File: config.mk
export PLATFORM = sky130hd
export DESIGN_NAME = fan_off_timer
export DESIGN_NICKNAME = d
export VERILOG_FILES = /design/src/rtl/fan_off_timer.sv
export SDC_FILE = /design/constraint.sdc
export NUM_CORES = 1
export LEC_CHECK = 0
export ABC_AREA = 0
export CORE_MARGIN = 5
export CORE_UTILIZATION = 45
export DETAILED_ROUTE_END_ITERATION = 7
export GPL_ROUTABILITY_DRIVEN = 0
export PLACE_DENSITY = 0.69
export SETUP_SLACK_MARGIN = 0.5
export SYNTH_ARGS = -nofsm -noshare
export SYNTH_HDL_FRONTEND = slang
export SYNTH_SLANG_ARGS = --single-unit
File: constraint.sdc
create_clock -name clk -period 2.9 [get_ports clk]
set_input_delay 0.29 -clock clk [delete_from_list [all_inputs] [get_ports clk]]
set_output_delay 0.29 -clock clk [all_outputs]
set_load 0.005 [all_outputs]
File: src/rtl/fan_off_timer.sv
// rtl/fan_off_timer.sv - auto-off countdown timer, BCD mm:ss output for the FND controller
module fan_off_timer #(
  parameter int unsigned TICK_DIV = 100_000_000,
  parameter logic [7:0]  PRESET_A = 8'h01,
  parameter logic [7:0]  PRESET_B = 8'h03,
  parameter logic [7:0]  PRESET_C = 8'h05
) (
  input  logic        clk,
  input  logic        reset_n,
  input  logic        set_pulse,
  input  logic        clear,
  output logic [15:0] value,
  output logic        timer_active,
  output logic        timeout,
  output logic [1:0]  preset_sel
);

  localparam int unsigned   PW        = (TICK_DIV > 1) ? $clog2(TICK_DIV) : 1;
  localparam logic [PW-1:0] TICK_LAST = PW'(TICK_DIV - 1);

  typedef enum logic {IDLE, RUN} state_e;

  state_e        state_q;
  logic [15:0]   value_q;
  logic [1:0]    sel_q;
  logic [PW-1:0] presc_q;
  logic          timeout_q;

  logic [1:0]    sel_d;
  logic          tick;

  // Minutes for a given selector; selector 0 is OFF and never loaded.
  function automatic logic [7:0] preset_min(input logic [1:0] sel);
    case (sel)
      2'd1:    preset_min = PRESET_A;
      2'd2:    preset_min = PRESET_B;
      2'd3:    preset_min = PRESET_C;
      default: preset_min = 8'h00;
    endcase
  endfunction

  // One-second decrement of a BCD mm:ss value; seconds wrap 00->59, minutes units 0->9.
  function automatic logic [15:0] bcd_dec(input logic [15:0] v);
    logic [3:0] d3, d2, d1, d0;
    logic       b;
    {d3, d2, d1, d0} = v;
    b = 1'b0;
    if (d0 == 4'd0) begin
      d0 = 4'd9;
      b  = 1'b1;
    end else begin
      d0 = d0 - 4'd1;
    end
    if (b) begin
      if (d1 == 4'd0) begin
        d1 = 4'd5;
      end else begin
        d1 = d1 - 4'd1;
        b  = 1'b0;
      end
    end
    if (b) begin
      if (d2 == 4'd0) begin
        d2 = 4'd9;
      end else begin
        d2 = d2 - 4'd1;
        b  = 1'b0;
      end
    end
    if (b) begin
      d3 = d3 - 4'd1;
    end
    bcd_dec = {d3, d2, d1, d0};
  endfunction

  assign sel_d = sel_q + 2'd1;
  assign tick  = (state_q == RUN) && (presc_q == TICK_LAST);

  // Timer FSM: clear beats set_pulse beats the one-second tick; all outputs registered here.
  always_ff @(posedge clk or negedge reset_n) begin
    if (!reset_n) begin
      state_q   <= IDLE;
      value_q   <= 16'h0000;
      sel_q     <= 2'd0;
      presc_q   <= '0;
      timeout_q <= 1'b0;
    end else begin
      timeout_q <= 1'b0;
      if (clear) begin
        state_q <= IDLE;
        value_q <= 16'h0000;
        sel_q   <= 2'd0;
        presc_q <= '0;
      end else if (set_pulse) begin
        sel_q   <= sel_d;
        presc_q <= '0;
        if (sel_d == 2'd0) begin
          state_q <= IDLE;
          value_q <= 16'h0000;
        end else begin
          state_q <= RUN;
          value_q <= {preset_min(sel_d), 8'h00};
        end
      end else if (state_q == RUN) begin
        if (tick) begin
          presc_q <= '0;
          if (value_q == 16'h0001) begin
            state_q   <= IDLE;
            value_q   <= 16'h0000;
            sel_q     <= 2'd0;
            timeout_q <= 1'b1;
          end else begin
            value_q <= bcd_dec(value_q);
          end
        end else begin
          presc_q <= presc_q + 1'b1;
        end
      end else begin
        presc_q <= '0;
      end
    end
  end

  assign value        = value_q;
  assign timer_active = (state_q == RUN);
  assign timeout      = timeout_q;
  assign preset_sel   = sel_q;

endmodule

==> Word-level counts from Yosys, hierarchy flattened <==
Index checks and enable logic that the tools add are counted.
{ "op_classes": {"eq_ne": 5, "shift": 0, "n_lt_le_gt_ge": 0, "multipliers": 0, "mux": 53, "bitwise_logic": 0, "n_reduce_logical": 16, "addsub": 6, "div_mod_pow": 0} }
{ "op_table": {"columns": ["cell", "count"], "rows": [
  ["2-to-1 mux 27 bit", 4],
  ["2-to-1 mux 16 bit", 5],
  ["2-to-1 mux 1 bit", 31],
  ["adder 27 x 1 -> 27 bit, second input constant", 1],
  ["equality test 27 bit, second input constant", 1],
  ["2-to-1 mux 4 bit", 6],
  ["equality test 16 x 1 -> 1 bit, second input constant", 1],
  ["subtractor 4 x 1 -> 4 bit, second input constant", 4],
  ["logical NOT 4 bit", 3],
  ["AND reduction 3 bit", 4],
  ["nonzero test 4 bit", 3],
  ["2-to-1 mux 11 bit", 1],
  ["2-to-1 mux 2 bit", 5],
  ["case mux 3 bit (3 select lines)", 1],
  ["nonzero test 3 bit", 3],
  ["equality test 2 bit, second input constant", 2],
  ["adder 2 x 1 -> 2 bit, second input constant", 1],
  ["equality test 2 x 1 -> 1 bit, second input constant", 1],
  ["logical NOT 2 bit", 1],
  ["AND reduction 2 bit", 1],
  ["logical AND 1 bit", 1]
]} }
{ "totals": {"mem_bits_rw": 0, "reg_bits": 47, "inputBits": 4, "elab_cells": 88, "out_inout_bits": 20, "rom_bits": 0, "latch_bits": 0, "n_memories": 0} }

==> Longest topological paths before layout <==
{ "depth": {"depth_word": 25, "mapped_depth": 8, "depth_no_buf": 7} }

==> Worst setup path after synthesis <==
Ideal clock, no wire load.
{ "synth_path": {"path_kind": "register -> register", "start": "register value_q[1], in the netlist value[1]", "end": "register value_q[6], in the netlist value[6]", "period_less_slack_ps": 2058, "arrival_ps": 1938, "setup_ps": 120, "setup_slack_ps": 842, "path_stages_with_launch": 9, "t_required_ps": 2780, "path_cell_list": "dfrtp_1 inv_1 ha_1 nor4bb_1 and4_1 clkbuf_1 nor2_1 o311a_1 a31o_1"} }
{ "synth_between": {"elab_chain_cells": 9, "elab_cells_between_ends": 15, "cone_classes": "1 x eq/ne; 11 x mux; 3 x reduce/logical"} }
{ "synth_rtl": {"columns": ["item", "line", "text"], "rows": [
  ["from (decl)", "24", "logic [15:0] value_q;"],
  ["from (signal assigned)", "102", "value_q <= {preset_min(sel_d), 8'h00};"],
  ["from (signal assigned)", "113", "value_q <= bcd_dec(value_q);"],
  ["logical NOT 4 bit", "48", "if (d0 == 4'd0) begin"],
  ["2-to-1 mux 1 bit", "48", null],
  ["2-to-1 mux 1 bit", "107", "if (value_q == 16'h0001) begin"],
  ["2-to-1 mux 1 bit", "105", "if (tick) begin"],
  ["2-to-1 mux 1 bit", "104", "end else if (state_q == RUN) begin"],
  ["2-to-1 mux 1 bit", "94", "end else if (set_pulse) begin"],
  ["2-to-1 mux 1 bit", "89", "if (clear) begin"],
  ["nonzero test 4 bit (no source line)", null, null],
  ["AND reduction 3 bit (no source line)", null, null]
]} }
Parallel ways exist; a longest one is shown, timed or not. The select of a mux whose other input is x is not followed.
A chain may end at the register's enable or synchronous reset.

==> Final worst setup path <==
Same ends and word-level chain as after synthesis.

==> metrics <==
PortBufs 23; later-pin clock latency in the skew report ~300 ps; Crit-path slowest cell nor4bb_1; Syn Inst Count 269; total design power around 1.3 mW; Setup CP Type reg -> reg; global-route wire length before repair 9050 µm; EDFF count, synth 0; Register-to-Register Path Depth 7; Setup TNS 0 ps; detail-routed via count per cell between 5 and 6; part of the cycle the worst path needs about four fifths; final number of hold-violating endpoints 0; GR Util All Layers between 10% and 20%; Diodes inserted 0; Vert. Die Dim ~86 µm; summed instance area of the synthesized netlist 2620 µm²; highest cell delay on the worst timing path around 470 ps; result of the run finished clean; largest net degree at the start of global routing 48; top-level I/O count 24; headroom to the max-slew limit between 30% and 40%; total power per unit cell area roughly 420 nW/µm²; Setup crit start kind flip-flop; RSZ-0062 raised after global routing yes; crit end category flip-flop; commonest register cell after synthesis dfrtp_1; estimated wirelength of the detail-placed design between 3000 and 4000 µm; max cap viols 0; final net count around 310; Synth top area share approximately 45%; fmax 436 MHz; number of buffers inserted to repair setup after CTS 0; synthesized area per cell approximately 10 µm²; CORE AREA 5570 µm²; number of distinct library cell variants in the gate-level netlist after synthesis 57; initial core utilization between 40% and 50%; final design utilization 54.5%; WL/cell approximately 15 µm; Row Count 27; clock tree from TritonCTS done; Slew Limit Fails 0; number of clock sinks seen by CTS 47; Yosys warning count 0; VDD IR max 0.190 mV; count of TritonRoute iterations in the first routing pass 4; count of H-tree levels built during CTS 2; total nets after synthesis 283; cell taking the most area after synthesis dfrtp_1; CP Max Fanout 7; CTS clk-pin slew, worst paths ~90 ps; via total after detailed routing just over 2000; buffer cell driving the clock tree root clkbuf_8; area of the die 7450 µm²; class of the worst hold path in -> async; top area cells in the synthesized netlist dfrtp_1, nor2_1, ha_1, xor2_1, xnor2_1; remaining antenna violation count 0; buffer depth of the longest clock path 2; post-route minimum period approximately 2300 ps; Inserted Clock Buffers 5; crit path DAT 2480 ps; number of fill cells between 500 and 600; number of remaining DRC errors 0; number of global-route vias before repair a little under 2000; count of hold-fix buffers inserted at cts 0; iteration-0 DRC count of the detailed router about 130; total length of routed wires between 5000 and 6000 µm; antenna violations before repair 0; signed area change from the synthesized netlist to the final layout 16.1%; width of the die 86.3 µm; fraction of final layout cells sized beyond drive strength 1 roughly a tenth; async set-or-reset flop fraction in the synthesized netlist 100%; number of flip-flops and latches in the synthesized netlist between 40 and 50; GRT Residual Overflow 0; Layout Skew ~5.6 ps; actual transition at the worst max-transition pin approximately 1000 ps; crit-path cells inv_1 -> ha_1 -> nor4bb_1 -> and4_1 -> nor2_1 -> o311a_1 -> a31o_1; Crit path required time 3090 ps; static leakage 1.29 nW; sequential fraction of the synthesis area 44.9%; number of setup violations in the final report 0; PostCTS Resize Cnt 0
==> synth_stat cells, types with 2 or more instances <==
cell	instances
nor4b_2	2
mux2i_1	2
nor3b_2	2
nand4_2	2
xnor2_1	11
and4_1	6
nand2b_1	3
a21oi_1	7
nand3_1	14
clkbuf_1	3
nand2_1	15
nand4_1	7
ha_1	10
buf_2	3
dfrtp_1	47
inv_1	13
nor3_1	7
o21ai_0	5
nor2b_1	2
nor2_1	44
o31ai_1	3
or2_2	2
and3_1	5
a211o_1	2
a31oi_1	4
xor2_1	14
o21a_1	2
and4_2	2
o22ai_1	2
==> cell families (layout without fill, tap and decap cells) <==
| logic type | after synthesis | count (layout) | synth area share, % |
|---|---|---|---|
| adder cells (fa/ha/maj) | 10 | 10 | 4.78 |
| buffers and inverters | 20 | 46 | 3.15 |
| AO/OA/AOI/OAI | 40 | 40 | 11.1 |
| multiplexers | 3 | 3 | 1.19 |
| XOR/XNOR | 25 | 25 | 8.36 |
| AND/OR/NAND/NOR | 124 | 124 | 26.5 |
| flip-flops | 47 | 47 | 44.9 |
==> layout by cell type (no fill, tap or decap), drive strengths merged, types with 3 or more instances in the layout <==
cell type,n
nor3b,3
xnor2,11
nand2,16
and3,6
xor2,14
nor3,8
nor4b,3
nand4,9
o31ai,4
ha,10
a21oi,7
nand3,14
a31oi,4
nand2b,3
inv,13
and4,8
nor2,44
dfrtp,47
clkdlybuf4s50,22
o21ai,6
clkbuf,5
buf,3
==> through the flow <==
stage	setup WS, ps	cell area [µm²]	std cells	hold slack (ps)
floorplan	842	2620	269	-5.59
global placement	641	2920	359	464
detailed placement	593	2920	359	472
CTS	598	3030	367	208
global route	455	3040	367	275
finish	605	3040	367	170
==> worst paths after layout <==
check                                     start                    end  slack (ps)
min in group clk           presc_q[0]$_DFF_PN0_   presc_q[0]$_DFF_PN0_         490
setup reg to reg           value[1]$_DFFE_PN0P_   value[6]$_DFFE_PN0P_         610
max in group asynchronous               reset_n   presc_q[0]$_DFF_PN0_        2090
hold / removal                          reset_n  value[12]$_DFFE_PN0P_         170
setup / recovery           value[1]$_DFFE_PN0P_   value[6]$_DFFE_PN0P_         610
hold reg to reg            presc_q[0]$_DFF_PN0_   presc_q[0]$_DFF_PN0_         490
==> report_power, final <==
| part | switching [mW] | leakage [nW] | internal (mW) | total, mW |
|---|---|---|---|---|
| Sequential | 0.0123 | 0.649 | 0.666 | 0.678 |
| Clock | 0.224 | 0.0581 | 0.257 | 0.481 |
| Combinational | 0.0745 | 0.580 | 0.0574 | 0.132 |
| Total | 0.311 | 1.29 | 0.980 | 1.29 |
==> area by class of cell <==
type                       instances  area [µm²]  share of cell area (%)
sequential                        47        1180                    38.7
multi-input combinational        202        1370                    45.1
clock buffer                       5        68.8                    2.26
inverter                          13        48.8                    1.60
timing repair buffer              25         240                    7.90
tap                               72        90.1                    2.96
clock inverter                     3        43.8                    1.44
==> registers in the layout, indices dropped and copies added (netlist names) <==
| name | cells |
|---|---|
| presc_q | 27 |
| preset_sel | 2 |
| timeout | 1 |
| timer_active | 1 |
| value | 16 |
==> worst max-delay path, delay by kind of cell, from the launching register on <==
family | cells | cell delay, ps
AO/OA/AOI/OAI | 2 | 490
adder cells (fa/ha/maj) | 1 | 160
buffers and inverters | 1 | 130
flip-flops | 1 | 400
AND/OR/NAND/NOR | 3 | 1010
==> per-layer routing <==
| layer | up-vias | share of wire [%] | track usage (%) |
|---|---|---|---|
| met3 | 7 | 4.9 | 2.57 |
| li1 | 1003 | - | - |
| met1 | 1004 | 47 | 21.1 |
| met5 | - | 0 | 0 |
| met4 | 0 | 1.1 | 4.25 |
| met2 | 42 | 47 | 23.7 |
No activity file was read; power rests on OpenSTA's default activity.
